--- src/rtl/regfile_write_arbiter.sv ---
// Round-robin arbiter for the register file write port: one registered grant per cycle,
// one-hot register write enable, shared write data, and register 0 kept read-only.
module regfile_write_arbiter #(
    parameter int NUM_REQ    = 3,
    parameter int NUM_REGS   = 16,
    parameter int ADDR_WIDTH = 4,
    parameter int DATA_WIDTH = 32
) (
    input  logic                           clk,
    input  logic                           rst,
    input  logic [NUM_REQ-1:0]             req,
    input  logic [NUM_REQ*ADDR_WIDTH-1:0]  req_addr,
    input  logic [NUM_REQ*DATA_WIDTH-1:0]  req_data,
    output logic [NUM_REQ-1:0]             grant,
    output logic [NUM_REGS-1:0]            reg_write_enable,
    output logic [DATA_WIDTH-1:0]          reg_d,
    output logic                           busy,
    output logic                           err,
    output logic                           dbg_state
);

    localparam int PTR_W = (NUM_REQ > 1) ? $clog2(NUM_REQ) : 1;

    typedef enum logic {
        IDLE  = 1'b0,
        GRANT = 1'b1
    } state_t;

    state_t                  state_q, state_d;
    logic [PTR_W-1:0]        ptr_q, ptr_d;
    logic [PTR_W-1:0]        cand;
    logic [PTR_W-1:0]        win;
    logic                    found;
    logic [NUM_REQ-1:0]      eligible;
    logic [ADDR_WIDTH-1:0]   win_addr;
    logic [DATA_WIDTH-1:0]   win_data;
    logic [NUM_REQ-1:0]      grant_d;
    logic [NUM_REGS-1:0]     we_d;
    logic [DATA_WIDTH-1:0]   reg_d_d;
    logic                    busy_d;
    logic                    err_d;

    assign dbg_state = state_q;

    // The requester granted this cycle still holds req high, so it sits out one round.
    always_comb begin
        eligible = req & ~grant;
        found    = 1'b0;
        win      = ptr_q;
        cand     = ptr_q;
        for (int k = 1; k <= NUM_REQ; k++) begin
            cand = PTR_W'((int'(ptr_q) + k) % NUM_REQ);
            if (!found && eligible[cand]) begin
                found = 1'b1;
                win   = cand;
            end
        end
    end

    always_comb begin
        win_addr = '0;
        win_data = '0;
        for (int i = 0; i < NUM_REQ; i++) begin
            if (int'(win) == i) begin
                win_addr = req_addr[i*ADDR_WIDTH +: ADDR_WIDTH];
                win_data = req_data[i*DATA_WIDTH +: DATA_WIDTH];
            end
        end
    end

    always_comb begin
        state_d = IDLE;
        ptr_d   = ptr_q;
        grant_d = '0;
        we_d    = '0;
        reg_d_d = reg_d;
        busy_d  = 1'b0;
        err_d   = 1'b0;
        if (found) begin
            state_d       = GRANT;
            ptr_d         = win;
            grant_d[win]  = 1'b1;
            busy_d        = 1'b1;
            reg_d_d       = win_data;
            // Address 0 is consumed silently; out-of-range addresses are flagged instead.
            if (int'(win_addr) >= NUM_REGS) begin
                err_d = 1'b1;
            end else if (win_addr != '0) begin
                we_d[win_addr] = 1'b1;
            end
        end
    end

    always_ff @(posedge clk or posedge rst) begin
        if (rst) begin
            state_q          <= IDLE;
            ptr_q            <= PTR_W'(NUM_REQ - 1);
            grant            <= '0;
            reg_write_enable <= '0;
            reg_d            <= '0;
            busy             <= 1'b0;
            err              <= 1'b0;
        end else begin
            state_q          <= state_d;
            ptr_q            <= ptr_d;
            grant            <= grant_d;
            reg_write_enable <= we_d;
            reg_d            <= reg_d_d;
            busy             <= busy_d;
            err              <= err_d;
        end
    end

endmodule
--- config.mk ---
export PLATFORM = sky130hd
export DESIGN_NAME = regfile_write_arbiter
export DESIGN_NICKNAME = d
export VERILOG_FILES = /design/src/rtl/regfile_write_arbiter.sv
export SDC_FILE = /design/constraint.sdc
export NUM_CORES = 1
export LEC_CHECK = 0
export BUFFER_PORTS_ARGS = -buffer_cell sky130_fd_sc_hd__buf_2
export CORE_ASPECT_RATIO = 0.6
export CORE_MARGIN = 4
export CORE_UTILIZATION = 35
export CTS_BUF_LIST = sky130_fd_sc_hd__clkbuf_2
export DETAILED_ROUTE_END_ITERATION = 7
export PLACE_DENSITY_LB_ADDON = 0.12
export SYNTH_ARGS = -nofsm -noshare
export SYNTH_HDL_FRONTEND = slang
export SYNTH_SLANG_ARGS = --single-unit
--- constraint.sdc ---
create_clock -name clk -period 7.8 [get_ports clk]
set_clock_uncertainty 0.1 [all_clocks]
set_input_delay 0 -clock clk [delete_from_list [all_inputs] [get_ports clk]]
set_output_delay 0 -clock clk [all_outputs]
set_load 0.03 [all_outputs]
==> reports/metrics.yaml <==
run_status:
  status: "finished, final reports clean"
drt:
  drc: 0
  routed_wl_um: 9300
  drtAntennaViolNets: 0
  avgRoutedWirePerCell_um: 14.8
  dr.first_iter.drc_count: 240
  first_pass_iters: 4
  vias_per_cell: 5.00
  via_count: 3147
critical_path:
  end_kind: "flop"
  criticalPathCategory: "reg -> reg"
  worstPathArrival_ns: 5.64
  r2r_end: "reg_write_enable[8]"
  start_kind: "flop"
  crit_start: "ptr_q[0]"
  reg2reg_depth: 13
  timing.rr.start: "ptr_q[0]"
  critPathMaxFanout: 44
  critical_path_required_ns: 8.08
  worst-r2r-setup-slack_ns: 2.44
  crit_path_end: "reg_write_enable[8]"
power_and_ir_drop:
  peakVddDrop_uv: 291
  seq_power_share_pct: 16.1
  share_comb_of_total_power_pct: 79.3
  power.share.switching_pct: 47.1
  leakage_nw: 2.27
  internal_power_mw: 1.59
  pwr-share-clk_pct: 4.6
  powerDensity_nw_per_um2: 643
  p_sw_mw: 1.41
clock_tree:
  path_clk_slew_ns: 0.23
  postCtsSetupRepairBufs: 0
  htreeDepth: 2
  cts_buffers: 5
  tritoncts: "yes"
  worstSkewPairLatency_ns: 0.44
  numClockSinks: 53
  root_buffer: "clkbuf_2"
  clock_path_buffers: 2
floorplanning:
  fp-row-count: 25
  die_area_um2: 10100
  die_width_um: 127
  initial_core_util_pct: 37.0
  die-height_um: 79.6
  core_area_um2: 8070
  ioPinCount: 167
sta:
  slew_viol_final: 0
  fmax_ghz: 0.187
  setup_viol: 0
  worst_slew_margin_rel_pct: 21.8
  min_period_ns: 5.36
  worst_slack_ns: 2.44
  fin_crit_sh_pct: 68.7
  grt_setup_unrepaired: "false"
  setup-tns-final_ns: 0
  worst_slew_pin_slew_ns: 1.17
  finalHoldViolCount: 0
synthesis:
  ys_top_cells_by_area: "dfrtp_1 (44%), mux2i_1 (11%), a2bb2oi_1 (9.7%), a21oi_1 (6.0%), nor2_1 (4.7%)"
  synth_area_per_cell_um2: 10.1
  netlist_instances: 297
  ys_ff_latch: 53
  synthTopCellsByCount: "dfrtp_1 (52), nor2_1 (37), a21oi_1 (36)"
  yosysTopAreaCell: "dfrtp_1"
  syn_area_um2: 2990
  ys_types: 50
  async_flop_share_pct: 100
  synthMostInstantiatedCell: "dfrtp_1"
  synth.yosys.seq_area_share_pct: 44.4
  yosysTopAreaCellShare_pct: 43.6
  synth_warnings: 0
  synth_ff_type: "dfrtp_1"
  synth-edff-count: 0
layout:
  multi_input_area_um2: 1520
  drive_gt1_share_pct: 36.3
  nets: 635
  n_antenna_cell: 0
  regArea_um2: 1330
  area_growth_pct: 56.2
  n_fill_cell: 738
grt:
  antenna_found_initial: 0
  grt.overflow.total: 0
  track_usage_pct: 18.2
  grt_pass1_wl_um: 14900
  grt_max_degree: 69
  grt_pass1_vias: 3093
min_path:
  hold_path.class: "in -> reg"
place:
  port_buffers: 164
  hpwl_um: 6230
  gp_congestion: 0.886
  dp_worst_setup_slack_ns: 3.74
flow_run:
  cap_violations: 0
[final cells by class]
type	count	share of cell area [%]
multi-input combinational	213	32.6
inverter	4	0.322
sequential	53	28.5
clock buffer	6	0.644
timing repair buffer	243	34.3
tap	108	2.90
clock inverter	2	0.724
[logic make-up (layout without fill, tap and decap cells)]
family          count (synthesis)  after routing  share of synthesized area (%)
compound gates                 92             92                           22.9
flops                          53             53                           44.4
other cells                     1              2                          0.126
simple gates                   80             80                           14.1
mux                            36             36                           12.1
fa+ha+maj                       3              3                           1.17
buf+inv                        32            255                           5.11
[critical path: stages (launching register included)]
cell,delay (ns)
dfrtp_1,0.46
inv_1,0.06
ha_1,0.57
or3b_4,0.24
a21oi_2,0.06
or4_4,0.51
a32oi_4,0.23
buf_4,0.45
mux2_2,0.41
dlygate4sd3_1,0.57
a22o_1,0.25
dlygate4sd3_1,0.58
nor4_1,0.23
dlygate4sd3_1,0.57
[sequential cells by signal, indices dropped and copies added (netlist names)]
register	count
dbg_state	1
grant	3
ptr_q	2
reg_d	32
reg_write_enable	15
[layer usage]
| layer | routed length (µm) | track usage (%) | vias to the layer above |
|---|---|---|---|
| met5 | 0 | 0 | - |
| met4 | 148 | 5.25 | 0 |
| met3 | 817 | 5.75 | 13 |
| met2 | 4350 | 30.6 | 129 |
| met1 | 3990 | 22.7 | 1452 |
| li1 | - | - | 1553 |
[per-stage QoR]
step / cell area, µm² / utilization [%] / total power [mW] / hold slack [ns] / std cells
2_1_floorplan: 2990 / - / 2.08 / 0.102 / 298
3_3_place_gp: 3850 / 47.7 / 2.45 / 0.129 / 546
3_5_place_dp: 3850 / 47.7 / 2.48 / 0.125 / 546
4_1_cts: 4660 / 57.8 / 3.00 / 0.0106 / 629
5_1_grt: 4660 / 57.8 / 3.26 / 0.0540 / 629
6_report: 4660 / 57.8 / 3.00 / 0.0896 / 629
[power by group through the flow]
| stage | Sequential (mW) | Combinational [mW] | Clock [mW] |
|---|---|---|---|
| 2_1_floorplan | 0.727 | 1.35 | 0 |
| 6_report | 0.484 | 2.38 | 0.137 |
| 3_5_place_dp | 0.490 | 1.99 | 0 |
| 5_1_grt | 0.501 | 2.60 | 0.157 |
| 3_3_place_gp | 0.493 | 1.96 | 0 |
| 4_1_cts | 0.485 | 2.37 | 0.145 |
[cell usage in the layout (no fill, tap or decap), types with 2 or more instances in the layout]
cell / Yosys / final
nor2b_1: 3 / 3
nand2_1: 2 / 2
nand3_1: 2 / 2
a22oi_2: 2 / 2
inv_1: 3 / 2
clkbuf_2: 1 / 6
ha_1: 2 / 2
nor2_1: 37 / 37
a41oi_1: 2 / 2
mux2i_1: 34 / 34
and3_1: 2 / 2
a22o_1: 2 / 2
buf_4: 3 / 4
nor4_1: 16 / 16
a2bb2oi_1: 33 / 33
o21ai_0: 2 / 2
inv_2: 1 / 2
dlygate4sd3_1: 0 / 75
dfrtp_1: 52 / 52
buf_2: 16 / 164
nor4bb_1: 2 / 2
a21oi_1: 36 / 35
conb_1: 1 / 2
and2_1: 2 / 3
mux2_2: 2 / 2
nand3b_1: 3 / 3
a31oi_1: 2 / 2
nand2b_1: 4 / 4
a32o_1: 2 / 2
[how the worst min path moves through the flow]
stage                            start              endpoint  slack (ns)  cells past startpoint
after detailed placement           rst  reg_write_enable[15]        0.12                      3
final                      req_addr[1]  reg_write_enable[13]        0.09                      4
after floorplan           req_data[76]             reg_d[12]        0.10                      2
after global routing       req_addr[9]  reg_write_enable[13]        0.05                      4
after global placement             rst   reg_write_enable[1]        0.13                      3
after CTS                  req_addr[1]  reg_write_enable[13]        0.01                      4
[repair_timing]
action                                 CTS  global route
gates resized for setup                  0             0
endpoints found under the hold margin  100             0
hold buffers                            75             0
(Power assumes the default switching activity.)
